**config.mk**
```make
export PLATFORM = sky130hd
export DESIGN_NAME = ascon_perm_readout
export DESIGN_NICKNAME = d
export VERILOG_FILES = /design/src/rtl/ascon_perm_readout.sv
export SDC_FILE = /design/constraint.sdc
export NUM_CORES = 1
export LEC_CHECK = 0
export ABC_AREA = 1
export CAP_MARGIN = 25
export CORE_MARGIN = 2
export CORE_UTILIZATION = 54
export DETAILED_ROUTE_END_ITERATION = 16
export PLACE_DENSITY_LB_ADDON = 0.08
export SLEW_MARGIN = 20
export SYNTH_ARGS = -nofsm -noshare
export SYNTH_HDL_FRONTEND = slang
export SYNTH_SLANG_ARGS = --single-unit
export TNS_END_PERCENT = 50
```
**constraint.sdc**
```tcl
create_clock -name clk -period 5.8 [get_ports clk]
set_input_delay 1.16 -clock clk [delete_from_list [all_inputs] [get_ports clk]]
set_output_delay 1.16 -clock clk [all_outputs]
set_load 0.01 [all_outputs]
```
**src/rtl/ascon_perm_readout.sv**
```systemverilog
// ascon_perm_readout
// Captures the Ascon permutation result on perm_done and serves it to the CPU
// as WORDS x DW-bit words, most-significant word first, over a read-strobe /
// wait port. A control register handles rewind, discard and overrun clear, and a
// status register reports idx/empty/overrun/valid. drained pulses once the last
// word has been acked so the permutation FSM knows the buffer is free.
module ascon_perm_readout #(
  parameter int WORDS       = 10,
  parameter int DW          = 32,
  parameter bit STALL_EMPTY = 1'b1
) (
  input  logic                clk,
  input  logic                resetn,
  input  logic                perm_done,
  input  logic [WORDS*DW-1:0] perm_out,
  input  logic                reg_dat_re,
  output logic [DW-1:0]       reg_dat_do,
  output logic                reg_dat_wait,
  input  logic                reg_ctl_we,
  input  logic [DW-1:0]       reg_ctl_di,
  output logic [DW-1:0]       reg_sts_do,
  output logic                result_valid,
  output logic                drained
);

  // Word-select width for the buffer; idx itself is fixed at 4 bits, so
  // WORDS must stay at or below 16.
  localparam int SW = (WORDS > 1) ? $clog2(WORDS) : 1;

  typedef enum logic {S_EMPTY = 1'b0, S_FULL = 1'b1} state_t;

  state_t                     state_q, state_d;
  // Word k of the result lives at index WORDS-1-k (perm_out is MSW first).
  logic [WORDS-1:0][DW-1:0]   rbuf_q, rbuf_d;
  logic [3:0]                 idx_q, idx_d;
  logic                       ack_q, ack_d;
  logic                       ovr_q, ovr_d;
  logic [DW-1:0]              do_q, do_d;
  logic                       drn_q, drn_d;

  logic                       rd_req, ack_fire, ack_full, last_w, ovr_set;
  logic                       ctl_rew, ctl_dis, ctl_clr;
  logic [SW-1:0]              sel;
  logic [DW-1:0]              cur_word;
  logic                       unused_ctl;

  assign unused_ctl = ^reg_ctl_di[DW-1:3];

  // A pending read is one with the strobe up and no ack this cycle; ack_q
  // masks it so an ack never repeats on consecutive cycles.
  assign rd_req   = reg_dat_re & ~ack_q;
  assign ack_fire = rd_req & ((state_q == S_FULL) | ~STALL_EMPTY);
  assign ack_full = ack_fire & (state_q == S_FULL);
  assign last_w   = (idx_q == 4'(WORDS-1));

  assign ctl_rew  = reg_ctl_we & reg_ctl_di[0];
  assign ctl_dis  = reg_ctl_we & reg_ctl_di[1];
  assign ctl_clr  = reg_ctl_we & reg_ctl_di[2];

  // A new result landing on unread data is an overrun, except when it coincides
  // with the ack of the final word (the old result is fully consumed), or when
  // idx==0 with an ack still in flight.
  assign ovr_set  = perm_done & (state_q == S_FULL)
                  & ((idx_q != 4'd0) | ~ack_q)
                  & ~(ack_full & last_w);

  assign sel      = SW'(WORDS-1) - SW'(idx_q);
  assign cur_word = rbuf_q[sel];

  // State register
  always_ff @(posedge clk or negedge resetn) begin
    if (!resetn) state_q <= S_EMPTY;
    else         state_q <= state_d;
  end

  // Next state: last-word ack and discard empty the buffer, capture refills it
  always_comb begin
    state_d = state_q;
    case (state_q)
      S_EMPTY: if (perm_done) state_d = S_FULL;
      S_FULL:  if (ack_full && last_w) state_d = S_EMPTY;
      default: state_d = S_EMPTY;
    endcase
    if (ctl_dis)   state_d = S_EMPTY;
    if (perm_done) state_d = S_FULL;
  end

  // Datapath next-state: read index, ack, read data, overrun, buffer
  always_comb begin
    idx_d  = idx_q;
    ack_d  = ack_fire;
    do_d   = do_q;
    drn_d  = ack_full & last_w;
    ovr_d  = ovr_q | ovr_set;
    rbuf_d = rbuf_q;
    if (ack_fire) do_d = (state_q == S_FULL) ? cur_word : '0;
    if (ack_full) idx_d = last_w ? 4'd0 : idx_q + 4'd1;
    if (ctl_rew || ctl_dis || perm_done) idx_d = 4'd0;
    if (ctl_clr) ovr_d = 1'b0;
    if (perm_done) rbuf_d = perm_out;
  end

  // Datapath registers; reset drops any in-flight ack immediately
  always_ff @(posedge clk or negedge resetn) begin
    if (!resetn) begin
      rbuf_q <= '0;
      idx_q  <= 4'd0;
      ack_q  <= 1'b0;
      ovr_q  <= 1'b0;
      do_q   <= '0;
      drn_q  <= 1'b0;
    end else begin
      rbuf_q <= rbuf_d;
      idx_q  <= idx_d;
      ack_q  <= ack_d;
      ovr_q  <= ovr_d;
      do_q   <= do_d;
      drn_q  <= drn_d;
    end
  end

  // Outputs: wait is combinational on the strobe, everything else registered
  always_comb begin
    reg_dat_wait = rd_req;
    reg_dat_do   = do_q;
    drained      = drn_q;
    result_valid = (state_q == S_FULL);
    reg_sts_do   = {{(DW-12){1'b0}}, idx_q, 5'b0,
                    (state_q == S_EMPTY), ovr_q, (state_q == S_FULL)};
  end

endmodule

```
======== Word level (Yosys, flattened, before mapping) ========
Cells that the tools add are included.
cells by class
  $add $sub $neg .......................... 2
  multipliers ............................. 0
  div/mod/pow operators ................... 0
  order comparisons ....................... 1
  equality and inequality tests ........... 1
  shift operators ......................... 0
  muxes and demuxes ....................... 11
  bitwise operators ....................... 15
  reductions and logical operators ........ 5
operators with widths
  kind                   count
  $bmux W32 S4           1
  $mux W32               2
  $mux W4                3
  $and A1 B1 Y1          10
  $lt A4 B5 Y1 const B   1
  $add A4 B1 Y4 const B  1
  $eq A4 B4 Y1 const B   1
  $mux W1                4
  $reduce_bool A4 Y1     1
  $sub A4 B4 Y4 const A  1
  $not A1 Y1             3
  $logic_or A1 B1 Y1     2
  $or A1 B1 Y1           2
  $pmux W1 S2            1
  $reduce_bool A2 Y1     1
  $logic_and A1 B1 Y1    1
word-level totals
  register bits ........................... 360
  latch bits .............................. 0
  memory bits (writable) .................. 0
  bits in read-only memories .............. 0
  bits of input ports ..................... 357
  output and inout bits ................... 67
  logic and storage cells ................. 51
  memories ................................ 0

======== Depth between registers and ports, before layout ========
Gate-level depths: netlist (run 1).
  depth in word-level cells ............... 9
  mapped depth ............................ 11

======== Least setup slack after synthesis (run 1) ========
Ideal clock, no wire load.
  kind .................................... input -> output
  from .................................... input reg_dat_re
  to ...................................... output reg_dat_wait
  data arrival time ....................... 1.335 ns
  required time ........................... 4.640 ns
  setup slack ............................. 3.305 ns
  stages on the path ...................... 2
  path buffers ............................ 0
  cell sequence ........................... inv_1 nor2_2
between the ends
  longest elaborated chain between the ends .. 1
RTL lines
  element        line  source
  from (decl)    16    input logic reg_dat_re,
  $and A1 B1 Y1  51    assign rd_req = reg_dat_re & ~ack_q;
  to (decl)      18    output logic reg_dat_wait,
Every way passes these cells.

======== Worst setup path after layout (run 1) ========
  from .................................... register idx_q[1]
  to ...................................... output reg_sts_do[9]
RTL lines
  element                 line  source
  from (decl)             35    logic [3:0] idx_q, idx_d;
  from (signal assigned)  114   idx_q <= idx_d;
  to (decl)               21    output logic [DW-1:0] reg_sts_do,
No word-level cell between the ends.

==> results of run 1 <==
report_power, final:
| part | switching, mW | internal [mW] |
|---|---|---|
| combinational | 0.632 | 0.521 |
| sequential | 0.0965 | 2.77 |
| clock | 0.990 | 1.46 |
| total | 1.72 | 4.75 |
worst min-delay path: cells and delay by family (launching register included):
kind | cells | cell delay (ns)
flip-flops | 1 | 0.34
AND/OR/NAND/NOR | 2 | 0.10
worst min-delay path by stage:
stage	from	end	cells past startpoint
floorplan	rbuf_q[288]$_DFFE_PN0P_	rbuf_q[288]$_DFFE_PN0P_	2
global placement	rbuf_q[313]$_DFFE_PN0P_	rbuf_q[313]$_DFFE_PN0P_	2
detailed placement	rbuf_q[288]$_DFFE_PN0P_	rbuf_q[288]$_DFFE_PN0P_	2
CTS	rbuf_q[306]$_DFFE_PN0P_	rbuf_q[306]$_DFFE_PN0P_	2
global route	rbuf_q[293]$_DFFE_PN0P_	rbuf_q[293]$_DFFE_PN0P_	2
finish	rbuf_q[288]$_DFFE_PN0P_	rbuf_q[288]$_DFFE_PN0P_	2
metrics by stage:
step | hold slack (ns) | instance area [µm²] | worst slack, ns | total power [mW] | util
2_1_floorplan | 0.437 | 17200 | 3.31 | 3.46 | -
3_3_place_gp | 0.449 | 20800 | 2.05 | 4.01 | 0.661
3_5_place_dp | 0.454 | 20800 | 2.08 | 4.04 | 0.661
4_1_cts | 0.468 | 22000 | 2.28 | 6.50 | 0.702
5_1_grt | 0.484 | 22100 | 2.21 | 6.75 | 0.704
6_report | 0.464 | 22100 | 2.29 | 6.47 | 0.704
layout make-up:
cell class,count,area (µm²)
tap,402,503
multi-input combinational,1404,6150
antenna,3,7.51
inverter,332,1250
sequential,360,9010
timing repair buffer,385,3910
clock inverter,8,67.6
clock buffer,61,1200
fill,2574,9290
layer usage:
metal | global-route usage | wire length, µm | vias to the layer above
met5 | 0 | 13 | -
met1 | 0.398 | 20300 | 7165
li1 | - | - | 7404
met4 | 0.150 | 2650 | 2
met3 | 0.0822 | 4470 | 135
met2 | 0.492 | 23800 | 573
flip-flops by register name (all words and copies together), names as in the netlist:
register / cells
rbuf_q: 320
reg_dat_do: 32
idx_q: 4
ack_q: 1
drained: 1
ovr_q: 1
result_valid: 1
layout by cell type (no fill, tap or decap), drive strengths merged:
| cell | n |
|---|---|
| diode | 3 |
| clkinv | 6 |
| a21oi | 33 |
| dfrtp | 360 |
| o31ai | 1 |
| nand4 | 3 |
| nand3 | 228 |
| inv | 332 |
| buf | 18 |
| clkbuf | 61 |
| bufinv | 1 |
| o21ai | 324 |
| clkdlybuf4s50 | 367 |
| ha | 4 |
| or2 | 33 |
| nor2 | 69 |
| conb | 25 |
| clkinvlp | 1 |
| xor2 | 2 |
| nand2 | 681 |
| o21a | 1 |
kinds of logic (layout without fill, tap and decap cells):
kind of cell,Yosys count,after routing,share of synthesized area
other,1,28,0.000219
xor gates and xnor gates,2,2,0.00102
buffers and inverters,499,786,0.121
adders and majority gates,4,4,0.00292
AOI/OAI and AO/OA,359,359,0.105
and+or+nand+nor,1014,1014,0.244
DFF,360,360,0.525
==> results.sh, run 1 <==
export IMPL_grt_max_degree=297
export IMPL_tns_ns=0
export IMPL_design_core_area_um2=31400
export IMPL_ctsResizeCount=0
export IMPL_postCtsHoldBufs=0
export IMPL_critPathCaptureType="primary output"
export IMPL_synth_most_common_cell="nand2_1"
export IMPL_ys_flop_type="dfrtp_1"
export IMPL_async_reset_ff_frac=1.00
export IMPL_r2r_slack_ns=2.85
export IMPL_clk_pin_slew_ns=0.06
export IMPL_yosys_top_cells_area="dfrtp_1 53%, nand2_1 15%, o21ai_0 9.5%, inv_1 7.2%, nand3_1 6.7%"
export IMPL_drv_cap=0
export IMPL_drt_total_wl_mm=51.2
export IMPL_slowest_delay_ns=0.75
export IMPL_cts_max_path_buffers=3
export IMPL_cp_start_kind="flip-flop"
export IMPL_clock_sinks=360
export IMPL_crit_type="reg -> out"
export IMPL_cts_tree="done"
export IMPL_syn_cell_area_um2=17200
export IMPL_port_buffers=369
export IMPL_htree_levels=2
export IMPL_cts_root_buf="clkbuf_16"
export IMPL_slew_violations=0
export IMPL_layout_drive_gt1_share=0.0463
export IMPL_dr_pass1_iters=5
export IMPL_worstPathMaxFanout=68
export IMPL_synthCells=2239
export IMPL_detail_route_antenna_nets=0
export IMPL_fin_cells=2955
export IMPL_grt_pass1_vias=15027
export IMPL_arrival_ns=2.35
export IMPL_min_path_type="reg -> reg"
export IMPL_area_growth_pct=28.9
export IMPL_rr_startpoint="idx_q[0]$_DFFE_PN0P_"
export IMPL_synth_edf_count=0
export IMPL_ys_ff_latch=360
export IMPL_synth_top_area_share=0.525
export IMPL_critical_path_top_delay_family="buffers and inverters"
export IMPL_cp_required_ns=4.64
export IMPL_ioPinCount=424
export IMPL_cp_num_buf_inv=2
export IMPL_yosysWarnings=0
export IMPL_hold_viol=0
export IMPL_leakage_nw=10.9
export IMPL_grt_pass1_wl_mm=79.4
export IMPL_clk_latency_ns=0.52
export IMPL_tightest_slew_ns=1.32
export IMPL_p_per_area_nw_per_um2=293
export IMPL_period_share=0.605
export IMPL_viasPerCell=5.17
export IMPL_setup_violations=0
export IMPL_drc_errors=0
export IMPL_die_h_um=182
export IMPL_dp_hpwl_mm=35.1
export IMPL_grt_overflow_total=0
export IMPL_fp_row_count=65
export IMPL_post_place_cells=2880
export IMPL_clock_skew_final_ns=0.0130
export IMPL_outcome="completed"
export IMPL_reg2reg_depth=7
export IMPL_startpoint="idx_q[1]$_DFFE_PN0P_"
export IMPL_slowest_stage="clkdlybuf4s50_1"
export IMPL_vdd_drop_max_mv=0.190
export IMPL_gp_congestion=0.890
export IMPL_slew_limit_headroom=0.123
export IMPL_rsz0062_at_grt="false"
export IMPL_worstPathCellList="buf_4, clkdlybuf4s50_1"
export IMPL_seq_area_frac_synth=0.525
export IMPL_max_freq_mhz=285
export IMPL_cp_endpoint="reg_sts_do[9]"
export IMPL_finalCriticalPeriod_ns=3.51
export IMPL_antenna_found_initial=5
export IMPL_cts_setup_buffers=0
export IMPL_dieArea_um2=33200
export IMPL_wire_per_inst_um=17.3
export IMPL_synth_commonest_cells="680 x nand2_1, 360 x dfrtp_1, 329 x inv_1, 324 x o21ai_0, 228 x nand3_1"
export IMPL_global_route_usage_total=0.310
export IMPL_die_w_um=182
export IMPL_synth_avg_cell_area_um2=7.66
export IMPL_floorplan_initialDensity=0.546
export IMPL_path_depth=2
export IMPL_timing_rr_end="reg_dat_do[14]$_DFFE_PN0P_"
export IMPL_final_nets=2883
export IMPL_ys_types=24
export IMPL_vias=15279
export IMPL_yosys_area_top_type="dfrtp_1"
export IMPL_cts_inserted_buffers=39
export IMPL_first_iter_violations=1176
Power figures use the tool's default switching activity.
==> run 2, diff against run 1 <==
CORE_UTILIZATION = 45   (was 54)
clock period = 2.95 ns   (was 5.8 ns; I/O delays follow)
==> results.sh, run 2 (synthesized netlist as in run 1, its figures left out) <==
export IMPL_outcome="completed"
export IMPL_cts_root_buf="clkbuf_16"
export IMPL_floorplan_initialDensity=0.456
export IMPL_gp_congestion=0.884
export IMPL_die_h_um=199
export IMPL_dieArea_um2=39700
export IMPL_viasPerCell=4.94
export IMPL_area_growth_pct=31.2
export IMPL_mostFrequentLayoutCell="nand2_1"
export IMPL_slew_limit_headroom=0.354
export IMPL_hold_viol=0
export IMPL_seqPwrFrac=0.429
export IMPL_drt_total_wl_mm=54.4
export IMPL_tightest_slew_ns=0.969
export IMPL_drc_errors=0
export IMPL_final_cell_mix="680 x nand2_1, 367 x clkdlybuf4s50_1, 358 x dfrtp_1, 328 x inv_1, 324 x o21ai_0"
export IMPL_slew_violations=0
export IMPL_largest_register="rbuf_q"
export IMPL_dr_pass1_iters=6
export IMPL_max_freq_mhz=385
export IMPL_die_w_um=199
export IMPL_cp_start_kind="flip-flop"
export IMPL_post_place_cells=3007
export IMPL_cts_inserted_buffers=41
export IMPL_crit_type="reg -> out"
export IMPL_port_buffers=369
export IMPL_p_int_mw=9.62
export IMPL_fin_cells=3083
export IMPL_p_comb_frac=0.177
export IMPL_post_place_ws_ns=0.589
export IMPL_clock_skew_final_ns=0.0153
export IMPL_drv_cap=0
export IMPL_clock_power_share=0.394
export IMPL_rr_startpoint="idx_q[2]$_DFFE_PN0P_"
export IMPL_clk_latency_ns=0.53
export IMPL_power_total_mw=13.1
export IMPL_clk_pin_slew_ns=0.06
export IMPL_setup_ws_ns=0.353
export IMPL_min_path_type="reg -> reg"
export IMPL_dp_hpwl_mm=38.1
export IMPL_grt_max_degree=115
export IMPL_power_switching_mw=3.48
export IMPL_global_route_usage_total=0.273
export IMPL_first_iter_violations=1036
export IMPL_arrival_ns=2.01
export IMPL_htree_levels=2
export IMPL_vdd_drop_max_mv=0.390
export IMPL_critPathCaptureType="primary output"
export IMPL_p_per_area_nw_per_um2=582
export IMPL_cp_required_ns=2.36
export IMPL_tns_ns=0
export IMPL_n_fill_cell=3467
export IMPL_finalCriticalPeriod_ns=2.60
export IMPL_cts_tree="done"
export IMPL_ioPinCount=424
export IMPL_rsz0062_at_grt="false"
export IMPL_period_share=0.880
export IMPL_antenna_found_initial=4
export IMPL_final_nets=2901
export IMPL_startpoint="idx_q[1]$_DFFE_PN0P_"
export IMPL_cts_max_path_buffers=3
export IMPL_cts_setup_buffers=0
export IMPL_grt_overflow_total=0
export IMPL_setup_violations=0
export IMPL_grt_pass1_vias=14955
export IMPL_clock_sinks=360
export IMPL_grt_pass1_wl_mm=82.4
export IMPL_largest_reg_flops=320
export IMPL_min_from="rbuf_q[312]$_DFFE_PN0P_"
export IMPL_fp_row_count=71
export IMPL_worstPathMaxFanout=32
export IMPL_leakage_nw=11.0
export IMPL_finish_utilization=0.599
export IMPL_detail_route_antenna_nets=0
export IMPL_power_share_switching=0.266
export IMPL_layout_drive_gt1_share=0.0525
export IMPL_vias=15221
export IMPL_wire_per_inst_um=17.6
export IMPL_design_core_area_um2=37600
export IMPL_r2r_slack_ns=0.76
## run 2: final timing paths
kind / to / cells past startpoint
setup / recovery: reg_sts_do[9] / 2
hold / removal: rbuf_q[312]$_DFFE_PN0P_ / 2
setup reg to reg: reg_dat_do[22]$_DFFE_PN0P_ / 8
hold reg to reg: rbuf_q[312]$_DFFE_PN0P_ / 2
max in group asynchronous: idx_q[0]$_DFFE_PN0P_ / 3
min in group asynchronous: rbuf_q[110]$_DFFE_PN0P_ / 2
## run 2: per-layer routing
layer | GRT usage | share of wire | up-vias
met5 | 0 | 0.00051 | -
met4 | 0.0904 | 0.032 | 4
met3 | 0.0722 | 0.084 | 88
met2 | 0.447 | 0.47 | 500
met1 | 0.351 | 0.41 | 7177
li1 | - | - | 7452
## run 2: critical path: stages, from the launching register on
cell             delay (ns)
dfrtp_2                0.37
buf_4                  0.40
clkdlybuf4s50_1        0.69
## run 2: repair_timing
item / 4_1_cts / 5_1_grt
hold endpoints to repair: 33 / 0
gates resized for setup: 0 / 0
hold buffers: 1 / 0
## run 2: power groups by stage
| stage | registers [mW] | clock network [mW] | logic, mW |
|---|---|---|---|
| floorplan | 5.70 | 0 | 1.10 |
| global placement | 5.69 | 0 | 2.28 |
| detailed placement | 5.70 | 0 | 2.30 |
| CTS | 5.62 | 5.26 | 2.33 |
| global route | 5.67 | 5.45 | 2.59 |
| finish | 5.62 | 5.16 | 2.31 |
## run 2: per-stage QoR
step | hold slack, ns | instance area, µm²
floorplan | 0.294 | 17200
global placement | 0.448 | 21100
detailed placement | 0.453 | 21100
CTS | 0.468 | 22500
global route | 0.483 | 22500
finish | 0.463 | 22500
## run 2: layout make-up
class / instances / area (µm²) / area share
flip-flops and latches: 360 / 9010 / 0.401
clock buffers: 60 / 1190 / 0.0529
repair buffers: 401 / 4070 / 0.181
clock inverters: 13 / 171 / 0.00762
well taps: 511 / 639 / 0.0284
inverters: 332 / 1250 / 0.0555
diodes: 2 / 5.00 / 0.000223
multi-input cells: 1404 / 6150 / 0.274
==> run 3, diff against run 2 <==
CORE_UTILIZATION = 40   (was 45)
==> results.sh, run 3 (synthesized netlist as in run 1, its figures left out) <==
export IMPL_rsz0062_at_grt="false"
export IMPL_clk_pin_slew_ns=0.05
export IMPL_fp_row_count=75
export IMPL_setup_violations=0
export IMPL_grt_pass1_vias=15354
export IMPL_multiInputGateArea_um2=6150
export IMPL_layout_drive_gt1_share=0.0570
export IMPL_area_growth_pct=32.3
export IMPL_seq_area_um2=9010
export IMPL_ctsResizeCount=0
export IMPL_p_per_area_nw_per_um2=591
export IMPL_min_path_cells=2
export IMPL_htree_levels=2
export IMPL_hold_viol=0
export IMPL_outcome="completed"
export IMPL_cts_setup_buffers=0
export IMPL_max_freq_mhz=399
export IMPL_largest_register="rbuf_q"
export IMPL_leakage_nw=11.1
export IMPL_drv_cap=0
export IMPL_final_nets=2906
export IMPL_clock_sinks=360
export IMPL_viasPerCell=4.86
export IMPL_first_iter_violations=1164
export IMPL_wire_per_inst_um=18.3
export IMPL_finalCriticalPeriod_ns=2.51
export IMPL_grt_pass1_wl_mm=87.1
export IMPL_cts_tree="done"
export IMPL_n_fill_cell=3992
export IMPL_slowest_delay_ns=0.71
export IMPL_cp_start_kind="flip-flop"
export IMPL_drc_errors=0
export IMPL_tns_ns=0
export IMPL_min_path_type="reg -> reg"
export IMPL_cts_max_path_buffers=3
export IMPL_reg2reg_depth=6
export IMPL_dieArea_um2=44500
export IMPL_path_depth=1
export IMPL_slew_limit_headroom=0.363
export IMPL_ioPinCount=424
export IMPL_die_h_um=211
export IMPL_cts_root_buf="clkbuf_16"
export IMPL_clk_latency_ns=0.56
export IMPL_crit_type="reg -> out"
export IMPL_dr_pass1_iters=7
export IMPL_slew_violations=0
export IMPL_tightest_slew_ns=0.956
export IMPL_worstPathCellList="clkdlybuf4s50_1"
export IMPL_cts_inserted_buffers=42
export IMPL_mostFrequentLayoutCell="nand2_1"
export IMPL_vias=15147
export IMPL_design_core_area_um2=42100
export IMPL_dp_hpwl_mm=40.4
export IMPL_detail_route_antenna_nets=0
export IMPL_drt_total_wl_mm=56.9
export IMPL_clock_skew_final_ns=0.0136
export IMPL_global_route_usage_total=0.258
export IMPL_grt_max_degree=117
export IMPL_critPathCaptureType="primary output"
export IMPL_grt_overflow_total=0
export IMPL_vdd_drop_max_mv=0.335
export IMPL_largest_reg_flops=320
export IMPL_port_buffers=369
export IMPL_worstPathMaxFanout=40
export IMPL_die_w_um=211
export IMPL_floorplan_initialDensity=0.407
export IMPL_whs_ns=0.464
export IMPL_cp_required_ns=2.36
export IMPL_period_share=0.850
export IMPL_final_cell_mix="680 x nand2_1, 367 x clkdlybuf4s50_1, 358 x dfrtp_1, 328 x inv_1, 324 x o21ai_0"
export IMPL_slowest_stage="dfrtp_4"
export IMPL_critical_path_top_delay_family="flip-flops"
export IMPL_gp_congestion=0.895
export IMPL_arrival_ns=1.92
export IMPL_antenna_found_initial=1
export IMPL_cp_num_buf_inv=1
export IMPL_power_total_mw=13.4
-- run 3: cell types whose count changed in the layout (fill, tap and decap cells not counted), sizes merged --
cell | before | now
clkbuf | 60 | 65
buf | 33 | 37
bufinv | 4 | 3
clkinvlp | 1 | 0
diode | 2 | 1
-- run 3: timing repair --
item,CTS,global route
endpoints found under the setup margin,0,0
hold buffers,1,0
endpoints found under the hold margin,3,0
-- run 3: final cells by class --
cell class	count	share of cell area
flip-flops and latches	360	0.397
multi-input cells	1404	0.271
repair buffers	405	0.182
clock buffers	65	0.0587
inverters	332	0.0550
well taps	539	0.0297
clock inverters	11	0.00601
diodes	1	0.000110
-- run 3: per-stage QoR --
| step | instance area (µm²) | utilization | worst slack, ns | std cells |
|---|---|---|---|---|
| finish | 22700 | 0.538 | 0.441 | 3117 |
| CTS | 22700 | 0.538 | 0.401 | 3116 |
| global route | 22700 | 0.538 | 0.353 | 3116 |
| detailed placement | 21200 | 0.503 | 0.608 | 3039 |
| floorplan | 17200 | - | 0.926 | 2263 |
| global placement | 21200 | 0.503 | 0.614 | 3039 |
-- run 3: path summary, 6_finish.rpt --
check	startpoint	slack, ns	to
min reg2reg	rbuf_q[310]$_DFFE_PN0P_	0.46	rbuf_q[310]$_DFFE_PN0P_
max	idx_q[0]$_DFFE_PN0P_	0.44	reg_sts_do[8]
min in group asynchronous	resetn	0.58	rbuf_q[75]$_DFFE_PN0P_
max reg2reg	idx_q[0]$_DFFE_PN0P_	0.72	reg_dat_do[18]$_DFFE_PN0P_
min	rbuf_q[310]$_DFFE_PN0P_	0.46	rbuf_q[310]$_DFFE_PN0P_
max in group asynchronous	resetn	1.44	rbuf_q[309]$_DFFE_PN0P_
-- run 3: power by group --
group / switching [mW] / internal [mW]
registers: 0.187 / 5.44
clock network: 2.08 / 3.36
logic: 1.30 / 1.05
total: 3.56 / 9.85
-- run 3: layer usage --
| metal | up-vias | part of all wire | GRT usage |
|---|---|---|---|
| li1 | 7460 | - | - |
| met1 | 7178 | 0.42 | 0.332 |
| met2 | 416 | 0.47 | 0.424 |
| met3 | 93 | 0.070 | 0.0584 |
| met4 | 0 | 0.035 | 0.0966 |
| met5 | - | 0 | 0 |
